### src/rtl/uart8_receiver.sv
// 8N1 UART receiver: two-flop synchronizer, start-edge detect, mid-bit sampling,
// registered one-cycle valid/err strobes. A held-low line is waited out in BREAK.
module uart8_receiver #(
  parameter int CLKS_PER_BIT = 434
) (
  input  logic       clk,
  input  logic       rst_n,
  input  logic       rx,
  output logic [7:0] out,
  output logic       valid,
  output logic       err,
  output logic       busy
);
  localparam int HALF_BIT = CLKS_PER_BIT / 2;
  localparam int CW       = $clog2(CLKS_PER_BIT);
  localparam logic [CW-1:0] C_FULL = CW'(CLKS_PER_BIT - 1);
  localparam logic [CW-1:0] C_HALF = CW'(HALF_BIT - 1);

  typedef enum logic [2:0] {S_IDLE, S_START, S_DATA, S_STOP, S_BREAK} state_t;

  state_t        r_state, w_state_nxt;
  logic [CW-1:0] r_cnt, w_cnt_nxt;
  logic [2:0]    r_bit, w_bit_nxt;
  logic [7:0]    r_shift, w_shift_nxt;
  logic [7:0]    r_out, w_out_nxt;
  logic          r_valid, w_valid_nxt;
  logic          r_err, w_err_nxt;
  logic          r_busy;
  logic          r_s1, r_rx_s;

  always_ff @(posedge clk) begin
    if (!rst_n) begin
      r_s1    <= 1'b1;
      r_rx_s  <= 1'b1;
      r_state <= S_IDLE;
      r_cnt   <= '0;
      r_bit   <= '0;
      r_shift <= '0;
      r_out   <= '0;
      r_valid <= 1'b0;
      r_err   <= 1'b0;
      r_busy  <= 1'b0;
    end else begin
      r_s1    <= rx;
      r_rx_s  <= r_s1;
      r_state <= w_state_nxt;
      r_cnt   <= w_cnt_nxt;
      r_bit   <= w_bit_nxt;
      r_shift <= w_shift_nxt;
      r_out   <= w_out_nxt;
      r_valid <= w_valid_nxt;
      r_err   <= w_err_nxt;
      r_busy  <= (w_state_nxt != S_IDLE);
    end
  end

  always_comb begin
    w_state_nxt = r_state;
    w_cnt_nxt   = r_cnt;
    w_bit_nxt   = r_bit;
    w_shift_nxt = r_shift;
    w_out_nxt   = r_out;
    w_valid_nxt = 1'b0;
    w_err_nxt   = 1'b0;
    case (r_state)
      S_IDLE: begin
        if (!r_rx_s) begin
          w_state_nxt = S_START;
          w_cnt_nxt   = '0;
        end
      end
      S_START: begin
        if (r_cnt == C_HALF) begin
          w_cnt_nxt = '0;
          // Line back high at the start-bit centre: treat as a glitch
          if (!r_rx_s) begin
            w_state_nxt = S_DATA;
            w_bit_nxt   = '0;
          end else begin
            w_state_nxt = S_IDLE;
          end
        end else begin
          w_cnt_nxt = r_cnt + 1'b1;
        end
      end
      S_DATA: begin
        if (r_cnt == C_FULL) begin
          w_cnt_nxt          = '0;
          w_shift_nxt[r_bit] = r_rx_s;
          if (r_bit == 3'd7) w_state_nxt = S_STOP;
          else               w_bit_nxt   = r_bit + 1'b1;
        end else begin
          w_cnt_nxt = r_cnt + 1'b1;
        end
      end
      S_STOP: begin
        if (r_cnt == C_FULL) begin
          w_cnt_nxt = '0;
          // Leave at the stop-bit centre so a back-to-back start edge is caught
          if (r_rx_s) begin
            w_out_nxt   = r_shift;
            w_valid_nxt = 1'b1;
            w_state_nxt = S_IDLE;
          end else begin
            w_err_nxt   = 1'b1;
            w_state_nxt = S_BREAK;
          end
        end else begin
          w_cnt_nxt = r_cnt + 1'b1;
        end
      end
      S_BREAK: begin
        if (r_rx_s) w_state_nxt = S_IDLE;
      end
      default: w_state_nxt = S_IDLE;
    endcase
  end

  assign out   = r_out;
  assign valid = r_valid;
  assign err   = r_err;
  assign busy  = r_busy;
endmodule

### config.mk
export PLATFORM = sky130hd
export DESIGN_NAME = uart8_receiver
export DESIGN_NICKNAME = d
export VERILOG_FILES = /design/src/rtl/uart8_receiver.sv
export SDC_FILE = /design/constraint.sdc
export NUM_CORES = 1
export LEC_CHECK = 0
export ABC_CLOCK_PERIOD_IN_PS = 3250
export BUFFER_PORTS_ARGS = -buffer_cell sky130_fd_sc_hd__buf_2
export CAP_MARGIN = 20
export CORE_ASPECT_RATIO = 1.4
export CORE_MARGIN = 5
export CORE_UTILIZATION = 35
export DETAILED_ROUTE_END_ITERATION = 12
export HOLD_SLACK_MARGIN = 0.06
export PLACE_DENSITY_LB_ADDON = 0.15
export SETUP_SLACK_MARGIN = 0.2
export SLEW_MARGIN = 20
export SYNTH_ARGS = -nofsm -noshare
export SYNTH_HDL_FRONTEND = slang
export SYNTH_SLANG_ARGS = --single-unit
### constraint.sdc
create_clock -name clk -period 3.25 [get_ports clk]
set_input_delay 0.1625 -clock clk [delete_from_list [all_inputs] [get_ports clk]]
set_output_delay 0.1625 -clock clk [all_outputs]
set_load 0.05 [all_outputs]
# --- Yosys cells after proc, flatten, opt, wreduce, memory -nomap -nowiden ---
# Cells that the tools add are included.
op_classes:
  div: 0
  magnitude_cmp: 2
  add_sub_neg: 2
  reduce_logical: 11
  mux: 23
  shift: 0
  n_eq_ne: 12
  n_mul: 0
  bitwise: 0
op_table:
  columns: ["op", "n"]
  rows:
  - ["$mux W3", 11]
  - ["$mux W9", 3]
  - ["$pmux W9 S3", 1]
  - ["$pmux W3 S5", 1]
  - ["$ne A2 B2 Y1 const B", 5]
  - ["$add A9 B1 Y9 const B", 1]
  - ["$eq A9 B8 Y1 const B", 1]
  - ["$eq A9 B9 Y1 const B", 1]
  - ["$bwmux W8", 1]
  - ["$eq A3 B2 Y1 const B", 2]
  - ["$eq A3 B3 Y1 const B", 2]
  - ["$pmux W3 S2", 1]
  - ["$reduce_and A3 Y1", 2]
  - ["$reduce_bool A3 Y1", 2]
  - ["$reduce_and A5 Y1", 1]
  - ["$lt A3 B4 Y1 const B", 1]
  - ["$reduce_and A2 Y1", 2]
  - ["$add A3 B1 Y3 const B", 1]
  - ["$demux W1 S3", 1]
  - ["$eq A3 B1 Y1 const B", 1]
  - ["$ge A3 B1 Y1 const B", 1]
  - ["$logic_not A3 Y1", 1]
  - ["$mux W1", 3]
  - ["$mux W2", 1]
  - ["3 further kinds", 3]
totals:
  wordCells: 60
  reg_bits: 36
  mem_count: 0
  latch_bits: 0
  out_inout_bits: 11
  ramBits: 0
  romBits: 0

# --- Depth between registers and ports, before layout ---
# Gate-level depths: netlist (run 1).
logic_depth:
  ltp_word: 5
  depth_mapped: 8

# --- Worst setup path after synthesis (run 1) ---
# Ideal clock, no wire load.
synth_timing:
  kind: "register to register"
  startpoint: "register r_cnt[0]"
  endpoint: "register r_cnt[7]"
  period_less_slack_ns: 1.615
  setup_ns: 0.146
  path_slack_ns: 1.635
  path_stages_with_launch: 8
  arrival_time_ns: 1.469
  n_path_buf: 1
  required_ns: 3.104
  path_cell_list: "dfxtp_1 ha_1 and4b_1 nand2_1 a32o_2 buf_6 a41oi_1 a311oi_1"
synth_via:
  elab_chain_cells: 3
  elab_cells_between_ends: 6
  cone_classes: "add/sub (1); eq/ne (2); mux (3)"
synth_rtl:
  columns: ["item", "line_no", "rtl"]
  rows:
  - ["start, declared", "22", "logic [CW-1:0] r_cnt, w_cnt_nxt;"]
  - ["start signal, assigned", "47", "r_cnt <= w_cnt_nxt;"]
  - ["$add A9 B1 Y9, or another cell as far along", "83, 93, 109", null]
  - ["$mux W9 (on tied branches)", "87, 97, 73", null]
  - ["$pmux W9 S3 *", "65", "case (r_state)"]
# Mark *: on every way between the ends. The rest lies on a longest branch, timed or not.
# A chain may end at the register's enable or synchronous reset.

# --- Worst setup path in the final report (run 1) ---
layout_timing:
  startpoint: "register r_cnt[0]"
  endpoint: "register r_out[7] (netlist: out[7])"
layout_via:
  elab_chain_cells: 2
layout_rtl:
  columns: ["item", "line_no", "rtl"]
  rows:
  - ["$eq A9 B9 Y1", "97", "if (r_cnt == C_FULL) begin"]
  - ["$reduce_and A3 Y1 (no source line)", null, null]
  - ["end signal, assigned", "50", "r_out <= w_out_nxt;"]
  - ["end, declared", "25", "logic [7:0] r_out, w_out_nxt;"]
# No other way between the ends.

==> results_dict.tcl, run 1 <==
set metrics [dict create \
    yosys_warnings 0 \
    synthToLayoutAreaGrowth_pct 12.0 \
    powerDensity_nw_per_um2 434 \
    cts.sinks 36 \
    finClkSkew_ns 0.00220 \
    grt_pass1_wl_um 5920 \
    portBuffers 13 \
    hold_start "rst_n" \
    min_period_ns 1.86 \
    cp-startpoint "r_cnt[0]" \
    layout.nets 203 \
    tightest_slew_ns 0.742 \
    cts.clk_slew.worst_paths_ns 0.07 \
    synth_simple_gate_area_share_pct 27.7 \
    clk_path_buf_depth 2 \
    crit_arrival_ns 2.01 \
    core_um2 4770 \
    setup_viol 0 \
    antenna_found_initial 0 \
    clkLatencyLatePin_ns 0.28 \
    start_util_pct 35.4 \
    totalWireLength_um 3490 \
    finalPower_uw 819 \
    drc 0 \
    hpwl_um 2560 \
    dieArea_um2 6330 \
    postSynth.asyncResetShare_pct 0 \
    slew_headroom_pct 50.2 \
    final_core_util_pct 39.6 \
    use_met3_pct 3.92 \
    period_share_pct 57.1 \
    cpPeakStageDelay_ns 0.44 \
    synth_xor_area_share_pct 1.56 \
    r2r_start "r_cnt[0]" \
    drv_slew 0 \
    cts_tree "yes" \
    hp-class "in2reg" \
    die_w_um 68.7 \
    leakagePower_nw 0.812 \
    drv_cap 0 \
    crit_type "reg2reg" \
    numCtsBuffers 5 \
    cpMostUsedCell "nor2_1" \
    drtIter0Drc 61 \
    synth_top_family_by_area "simple AND/OR/NAND/NOR gates" \
    drtAntennaViolNets 0 \
    path_cells "ha_1 > nand4b_1 > nor2_1 > nand4_2 > mux2i_1 > nor2_1" \
    hold_viol_final 0 \
    fmax_mhz 539 \
    synth.avg_cell_area_um2 9.27 \
    dp_cells 251 \
    antennaDiodeCount 0 \
    busiest_layer "met2" \
    muxShareOfSynthArea_pct 8.90 \
    yosys-top-cells-area "dfxtp_1 (43%), mux2i_1 (8.9%), nor2_1 (6.2%)" \
    htree_levels 2 \
    fp.dieH_um 92.1 \
    root_buffer "clkbuf_8" \
    critPathSlowestCell "dfxtp_1" \
    yosysTopAreaCell "dfxtp_1" \
    finalNonFillerCells 259 \
    grt_use_total_pct 12.3 \
    vdd_drop_max_mv 0.150 \
    rows 30 \
    yosysSeqAreaShare_pct 42.7 \
    num_vias 1371 \
    grt_overflow 0 \
    wire_per_inst_um 13.5 \
    routed_via_density 5.29 \
    gp_congestion 0.826 \
    met1_usage_pct 13.6 \
    yosysTopAreaCellShare_pct 42.7 \
    synth_nets 190 \
    syn_area_um2 1690 \
    end_kind "register" \
    start_kind "register" \
    worstPathRequired_ns 3.40 \
    grt_use_met2_pct 20.3 \
    grt_pass1_vias 1299 \
    synth_edf_count 0 \
    setup_tns_ns 0 \
    synthAdderAreaFrac_pct 3.71 \
    outcome "complete, no violations" \
    drive_gt1_share_pct 14.4 \
    yosys.cell_types.count 42 \
    ys.flop_type "dfxtp_1" \
    drt_first_pass_iters 4 \
    grt_max_degree 27 \
    ioPinCount 14 \
    synth_compound_area_share_pct 11.4 \
    synth-seq-cells 36 \
    rsz0062_at_grt "false" \
    crit_fanout 8 \
    syn_inst 182 \
]
## final cells by class
| cell class | count | area [µm²] |
|---|---|---|
| Sequential cell | 36 | 721 |
| Fill cell | 498 | 2880 |
| Inverter | 5 | 18.8 |
| Multi-Input combinational cell | 133 | 898 |
| Timing Repair Buffer | 14 | 75.1 |
| Tap cell | 64 | 80.1 |
| Clock buffer | 7 | 96.3 |
## worst paths after layout
| check | endpoint | slack, ns | cells after the start |
|---|---|---|---|
| worst min register to register | r_rx_s | 0.41 | 1 |
| worst min-delay path | r_rx_s | 0.12 | 2 |
| worst max-delay path | out[7] | 1.39 | 6 |
| worst max register to register | out[7] | 1.39 | 6 |
## cells by family (layout without fill, tap and decap cells)
kind of cell             Yosys count  in the layout
AND/OR/NAND/NOR                   82             82
flip-flops                        36             36
AO/OA/AOI/OAI                     28             28
multiplexers                      15             15
buffers and inverters             13             26
adder cells (fa/ha/maj)            5              5
XOR/XNOR                           3              3
## critical path, delay by kind of cell (launching register included)
| family | cells | cell delay, ns |
|---|---|---|
| adders and majority gates | 1 | 0.19 |
| DFF | 1 | 0.44 |
| muxes | 1 | 0.28 |
| and+or+nand+nor | 4 | 0.83 |
## flip-flops by register name, indices dropped and copies added, names as in the netlist
register / count
r_rx_s: 1
r_state: 3
busy: 1
r_shift: 8
out: 8
r_bit: 3
r_s1: 1
err: 1
valid: 1
r_cnt: 9
## cells in the mapped netlist (all sizes together), types with 3 or more instances
cell type   n
a21oi      10
a311oi      4
and3        5
buf         3
clkbuf      5
dfxtp      36
ha          5
inv         4
mux2i      15
nand2      13
nand2b      3
nand3       6
nand3b      4
nand4       6
nor2       28
nor3b       3
o21ai       4
xor2        3
## routing by layer
| layer | part of all wire [%] | wire [µm] |
|---|---|---|
| met4 | 2.6 | 91 |
| met1 | 43 | 1490 |
| met2 | 51 | 1800 |
| met3 | 3.2 | 111 |
| met5 | 0 | 0 |
## what timing repair did
item / 4_1_cts / 5_1_grt
hold endpoints to repair: 1 / 0
resized for setup: 0 / 0
hold buffers: 1 / 0
setup buffers: 0 / 0
## stage by stage
step,hold WS [ns],worst slack (ns),area (µm²)
6_report,0.117,1.39,1890
5_1_grt,0.115,1.19,1890
4_1_cts,0.108,1.35,1890
3_5_place_dp,0.354,1.36,1780
3_3_place_gp,0.344,1.44,1780
2_1_floorplan,0.236,1.63,1690
## placed cells by master (no fill, tap or decap), types with 2 or more instances in the layout
master / n
nand2b_1: 3
inv_1: 4
clkbuf_8: 7
nand4_1: 5
xor2_1: 3
nor2b_1: 2
and3_1: 5
ha_1: 5
and4b_1: 2
nand3b_1: 4
dfxtp_1: 36
a22oi_1: 2
buf_2: 13
a311oi_1: 4
a211oi_1: 2
nand2_1: 13
a21oi_1: 10
nor2_1: 28
nor3_1: 2
nor3b_1: 2
mux2i_1: 15
nand3_1: 6
o21ai_0: 3
## power breakdown
group          internal, mW  switching, mW
clock network         0.189          0.149
logic               0.00990         0.0209
registers             0.444        0.00577
total                 0.643          0.176
Note: power is estimated with default switching activity, not from simulation.
==> run 2: changes to the inputs <==
--- a/config.mk
+++ b/config.mk
@@ -5,7 +5,8 @@
 export SDC_FILE = /design/constraint.sdc
 export NUM_CORES = 1
 export LEC_CHECK = 0
-export ABC_CLOCK_PERIOD_IN_PS = 3250
+export ABC_AREA = 1
+export ABC_CLOCK_PERIOD_IN_PS = 1700
 export BUFFER_PORTS_ARGS = -buffer_cell sky130_fd_sc_hd__buf_2
 export CAP_MARGIN = 20
 export CORE_ASPECT_RATIO = 1.4
==> constraint.sdc (replaced) <==
create_clock -name clk -period 1.7 [get_ports clk]
set_input_delay 0.085 -clock clk [delete_from_list [all_inputs] [get_ports clk]]
set_output_delay 0.085 -clock clk [all_outputs]
set_load 0.05 [all_outputs]
==> run 2 against run 1 <==
Effect of this change:
- global-route usage up 0.82 points
- cell count rose by 36%
- sequential cell count unchanged
- worst hold slack gained 0.051 ns
- synthesized cell count rose by 40%
- combinational power grew to 4.0 times the previous value
- largest power group unchanged
- clock power up 78%
- critical path depth rose by 4
- via count up 16%
- wire length rose by 21%
==> results_dict.tcl, run 2 <==
set metrics [dict create \
    gp_congestion 0.816 \
    crit_type "reg2reg" \
    powerDensity_nw_per_um2 715 \
    vdd_drop_max_mv 0.525 \
    cpMostUsedCell "nor2_4" \
    htree_levels 2 \
    path_cells "inv_2 > ha_4 > nand2_4 > nor2_4 > buf_6 > nand3_4 > nor2_4 > nand3_2 > nand2_1 > nor2_1" \
    p_int_mw 1.19 \
    dpl-instance-area_um2 1940 \
    start_kind "register" \
    start_util_pct 35.4 \
    yosys-top-cells-count "nand2_1 (54), nor2_1 (54), dfxtp_1 (36), inv_1 (28), nand3_1 (14)" \
    die_w_um 70.6 \
    clk_path_buf_depth 2 \
    root_buffer "clkbuf_8" \
    numCtsBuffers 5 \
    largest_register "r_cnt" \
    crit_fanout 8 \
    grt_pass1_vias 1566 \
    yosysTopAreaCellShare_pct 40.1 \
    antennaDiodeCount 0 \
    cts.clk_slew.worst_paths_ns 0.08 \
    yosysTopAreaCell "dfxtp_1" \
    outcome "complete, no violations" \
    antenna_found_initial 0 \
    yosysSeqAreaShare_pct 40.1 \
    fin_area_um2 2220 \
    portBuffers 13 \
    syn_inst 255 \
    final_core_util_pct 43.7 \
    switching_power_uw 401 \
    drive_gt1_share_pct 28.1 \
    end_kind "register" \
    p_sw_share_pct 25.3 \
    rrSetupSlack_ns 0.23 \
    final_cell_mix "nor2_1 (52), nand2_1 (50), dfxtp_1 (32)" \
    hpwl_um 3080 \
    finalPower_mw 1.59 \
    tightest_slew_ns 0.306 \
    grt_max_degree 23 \
    wire_per_inst_um 12.0 \
    core_um2 5080 \
    yosys-top-cells-area "dfxtp_1 (40%), nand2_1 (11%), nor2_1 (11%)" \
    syn_area_um2 1800 \
    min_period_ns 1.47 \
    grt_pass1_wl_um 6930 \
    largest_register_ffs 9 \
    p_seq_share_pct 54.4 \
    synth.avg_cell_area_um2 7.05 \
    finClkSkew_ns 0.00640 \
    cpPeakStageDelay_ns 0.33 \
    worstPathRequired_ns 1.88 \
    ioPinCount 14 \
    totalWireLength_um 4210 \
    routed_via_density 4.54 \
    setup_tns_ns 0 \
    share_comb_of_total_power_pct 7.7 \
    grt_use_total_pct 13.1 \
    yosys.cell_types.count 27 \
    synth_nets 263 \
    drc 0 \
    drtAntennaViolNets 0 \
    hp-class "in2reg" \
    dieArea_um2 6690 \
    rows 31 \
    r2r-end "r_shift[7]" \
    ff2ff_path_depth 10 \
    period_share_pct 86.6 \
    rsz0062_at_grt "true" \
    final_common_cell "nor2_1" \
    num_vias 1594 \
    synthToLayoutAreaGrowth_pct 23.5 \
    slew_headroom_pct 79.6 \
    postSynth.asyncResetShare_pct 0 \
    layout.nets 292 \
    synth-seq-cells 36 \
    drv_slew 0 \
    critPathSlowestCell "dfxtp_2" \
    yosys_warnings 0 \
    leakagePower_nw 1.02 \
    p_clk_share_pct 37.9 \
    drt_first_pass_iters 4 \
    r2r_start "r_cnt[1]" \
    cts.sinks 36 \
    hold_viol_final 0 \
    drtIter0Drc 69 \
    synth_edf_count 0 \
    ys.flop_type "dfxtp_1" \
    cts_tree "yes" \
    drv_cap 0 \
    cp-startpoint "r_cnt[1]" \
    fmax_mhz 679 \
    crit_path_end "r_shift[7]" \
    clkLatencyLatePin_ns 0.28 \
    crit_arrival_ns 1.66 \
    setup_viol 0 \
    grt_overflow 0 \
    fp.dieH_um 94.8 \
]
## run 2: changes by cell type after synthesis, moves of 6 or more
cell / previous run / this run
o21ai_0: 3 / 10
nand3_1: 6 / 14
nand2_1: 13 / 54
nor2_1: 28 / 54
mux2i_1: 15 / 0
inv_2: 0 / 6
inv_1: 4 / 28
## run 2: per-stage QoR
step | hold WS (ns) | cells | setup WS (ns)
finish | 0.168 | 351 | 0.228
global route | 0.218 | 351 | 0.118
CTS | 0.185 | 346 | 0.209
detailed placement | 0.283 | 333 | 0.0386
global placement | 0.282 | 333 | 0.0402
floorplan | 0.192 | 255 | 0.358
## run 2: how the worst min path moves through the flow
stage	slack, ns	cells after the start	startpoint	endpoint
finish	0.17	3	rst_n	r_bit[1]
global route	0.22	3	rst_n	valid
CTS	0.18	3	rst_n	r_bit[2]
detailed placement	0.28	2	rx	r_s1
global placement	0.28	2	rx	r_s1
floorplan	0.19	1	rx	r_s1
## run 2: critical path, delay by kind of cell (launching register included)
family / cells / cell delay [ns]
simple gates: 7 / 0.72
flops: 1 / 0.33
buf+inv: 2 / 0.20
fa+ha+maj: 1 / 0.14
## run 2: per-layer routing
metal / up-vias / track usage (%) / routed length (µm)
met4: 0 / 4.55 / 34
met5: - / 0 / 0
li1: 850 / - / -
met1: 720 / 13.9 / 1730
met3: 2 / 2.56 / 84
met2: 22 / 25.5 / 2360
## run 2: logic make-up after synthesis
logic type	share of synthesized area [%]
fa+ha+maj	3.48
compound gates	8.42
xor+xnor	0.974
buf+inv	8.63
flops	40.1
simple gates	38.4
## run 2: cell type report
class                      count  area [µm²]
clock buffer                   5        68.8
clock inverter                 3        18.8
fill                         522        2860
inverter                      35         131
multi-input combinational    180        1010
sequential                    36         728
tap                           66        82.6
timing repair buffer          26         176
## run 2: power groups by stage
stage | Sequential (mW) | Clock (mW) | Combinational [mW]
after CTS | 0.862 | 0.630 | 0.105
final | 0.863 | 0.602 | 0.123
after global placement | 0.881 | 0 | 0.0987
after global routing | 0.865 | 0.663 | 0.137
after floorplan | 0.882 | 0 | 0.0726
after detailed placement | 0.881 | 0 | 0.0980
## run 2: repair_timing
action / in CTS / in global routing
buffers inserted: 4 / 5
gates resized for setup: 7 / 23
hold buffers: 1 / 0
pin swaps: 5 / 14
endpoints found under the hold margin: 1 / 0
setup endpoints to repair: 17 / 23
==> run 3: changes to the inputs <==
--- a/config.mk
+++ b/config.mk
@@ -5,12 +5,11 @@
 export SDC_FILE = /design/constraint.sdc
 export NUM_CORES = 1
 export LEC_CHECK = 0
-export ABC_AREA = 1
 export ABC_CLOCK_PERIOD_IN_PS = 1700
 export BUFFER_PORTS_ARGS = -buffer_cell sky130_fd_sc_hd__buf_2
 export CAP_MARGIN = 20
 export CORE_ASPECT_RATIO = 1.4
-export CORE_MARGIN = 5
+export CORE_MARGIN = 8
 export CORE_UTILIZATION = 35
 export DETAILED_ROUTE_END_ITERATION = 12
 export HOLD_SLACK_MARGIN = 0.06
==> run 3 against run 2 <==
Effect of this change:
- sequential power decreased by 1%
- via count fell by 8.4%
- wire length shrank 4.6%
- largest power group unchanged
- worst hold slack gained 0.24 ns
- sequential share of layout area down 0.25 points
- clock power up 7.1%
- final area increased by 2.1%
- fmax shrank 10%
- sequential cell count did not move
- largest cell class unchanged
==> results_dict.tcl, run 3 (same netlist as run 1, synthesis figures left out) <==
set metrics [dict create \
    critPathSlowestCell "dfxtp_2" \
    htree_levels 2 \
    powerDensity_nw_per_um2 703 \
    gp_congestion 0.925 \
    min_period_ns 1.64 \
    numCtsBuffers 5 \
    grt_pass1_wl_um 6880 \
    layout.nets 233 \
    fmax_mhz 610 \
    crit_fanout 3 \
    final_cell_mix "dfxtp_1 (30), nor2_1 (27), buf_4 (25)" \
    drtIter0Drc 70 \
    clk_path_buf_depth 2 \
    finalNonFillerCells 289 \
    hp-class "reg2reg" \
    portBuffers 13 \
    outcome "complete, no violations" \
    ff2ff_path_depth 8 \
    ioPinCount 14 \
    root_buffer "clkbuf_8" \
    grt_overflow 0 \
    num_vias 1460 \
    drv_cap 0 \
    synthToLayoutAreaGrowth_pct 34.5 \
    largest_register "r_cnt" \
    dp_cells 264 \
    totalWireLength_um 4020 \
    crit_arrival_ns 1.81 \
    start_util_pct 35.7 \
    cts.clk_slew.worst_paths_ns 0.07 \
    vdd_drop_max_mv 0.375 \
    grt_pass1_vias 1463 \
    period_share_pct 96.4 \
    hold_viol_final 0 \
    rows 30 \
    cts_tree "yes" \
    hpwl_um 2730 \
    hold_start "r_s1" \
    hold_depth 1 \
    r2r-end "busy" \
    finClkSkew_ns 0.00591 \
    grt_use_total_pct 12.0 \
    fp.dieH_um 98.1 \
    finalPower_mw 1.59 \
    end_kind "register" \
    start_kind "register" \
    cp-startpoint "r_cnt[1]" \
    final_common_cell "dfxtp_1" \
    rrSetupSlack_ns 0.06 \
    clkLatencyLatePin_ns 0.28 \
    cpPeakStageDelay_ns 0.33 \
    drt_first_pass_iters 4 \
    routed_via_density 5.05 \
    crit_type "reg2reg" \
    setup_viol 0 \
    cts.sinks 36 \
    hold_path_end "r_rx_s" \
    r2r_start "r_cnt[1]" \
    drive_gt1_share_pct 36.9 \
    worstPathRequired_ns 1.87 \
    core_um2 4730 \
    slew_headroom_pct 70.7 \
    die_w_um 74.7 \
    wire_per_inst_um 13.9 \
    fill_cells 496 \
    antenna_found_initial 0 \
    drtAntennaViolNets 0 \
    antennaDiodeCount 0 \
    dieArea_um2 7330 \
    tightest_slew_ns 0.438 \
    largest_register_ffs 9 \
    drc 0 \
    final_core_util_pct 48.0 \
    leakagePower_nw 0.959 \
    grt_max_degree 27 \
    drv_slew 0 \
    rsz0062_at_grt "true" \
    path_cells "inv_2 > ha_4 > and4b_2 > buf_4 > a22oi_2 > o22a_1 > a21oi_1 > or2_2" \
]
[run 3: cell count changes in the layout (fill, tap and decap cells not counted), sizes merged, moves of 4 or more]
cell,delta
a311oi,+4
inv,-30
o21ai,-8
nand3,-13
nor2,-34
nand3b,+4
and3,+5
mux2i,+15
nand2,-44
buf,+15
[run 3: worst max path at each step]
stage / endpoint / slack [ns] / cells after the start
detailed placement: r_shift[6] / -0.02 / 7
global placement: r_shift[6] / 0.02 / 7
global route: r_shift[4] / -0.04 / 8
floorplan: r_cnt[7] / 0.17 / 7
finish: busy / 0.06 / 8
CTS: r_shift[4] / 0.07 / 8
[run 3: worst max-delay path: cells and delay by family, from the launching register on]
family	cells	cell delay (ns)
simple gates	2	0.50
compound gates	3	0.36
flops	1	0.33
fa+ha+maj	1	0.14
buf+inv	2	0.19
[run 3: layer usage]
layer	global-route usage, %	share of wire, %
met1	13.4	42
met2	20.2	53
met3	3.08	2.9
met4	5.61	1.9
met5	0	0
[run 3: final cells by class]
type                    count  area, µm²  share of cell area [%]
well taps                  64       80.1                    3.53
multi-input cells         134       1030                    45.4
clock buffers               7       96.3                    4.25
repair buffers             43        305                    13.5
flip-flops and latches     36        738                    32.5
inverters                   5       18.8                   0.827
[run 3: through the flow]
step           setup TNS, ns  area [µm²]  worst slack, ns  hold WS (ns)
6_report                   0        2270           0.0606         0.408
5_1_grt              -0.0932        2270          -0.0368         0.435
4_1_cts                    0        2150           0.0696         0.415
3_5_place_dp         -0.0193        1910          -0.0192         0.270
3_3_place_gp               0        1910           0.0169         0.265
2_1_floorplan              0        1720            0.167         0.158
[run 3: power by group]
part           internal, mW  switching, mW
Combinational        0.0411         0.0573
Sequential            0.846        0.00545
Clock                 0.361          0.284
[run 3: what timing repair did]
item | in CTS | in global routing
hold buffers | 3 | 0
buffers inserted | 6 | 8
endpoints found under the setup margin | 29 | 31
pin swaps | 16 | 12
gates resized for setup | 15 | 16
cloned | 1 | 0
hold endpoints to repair | 2 | 0
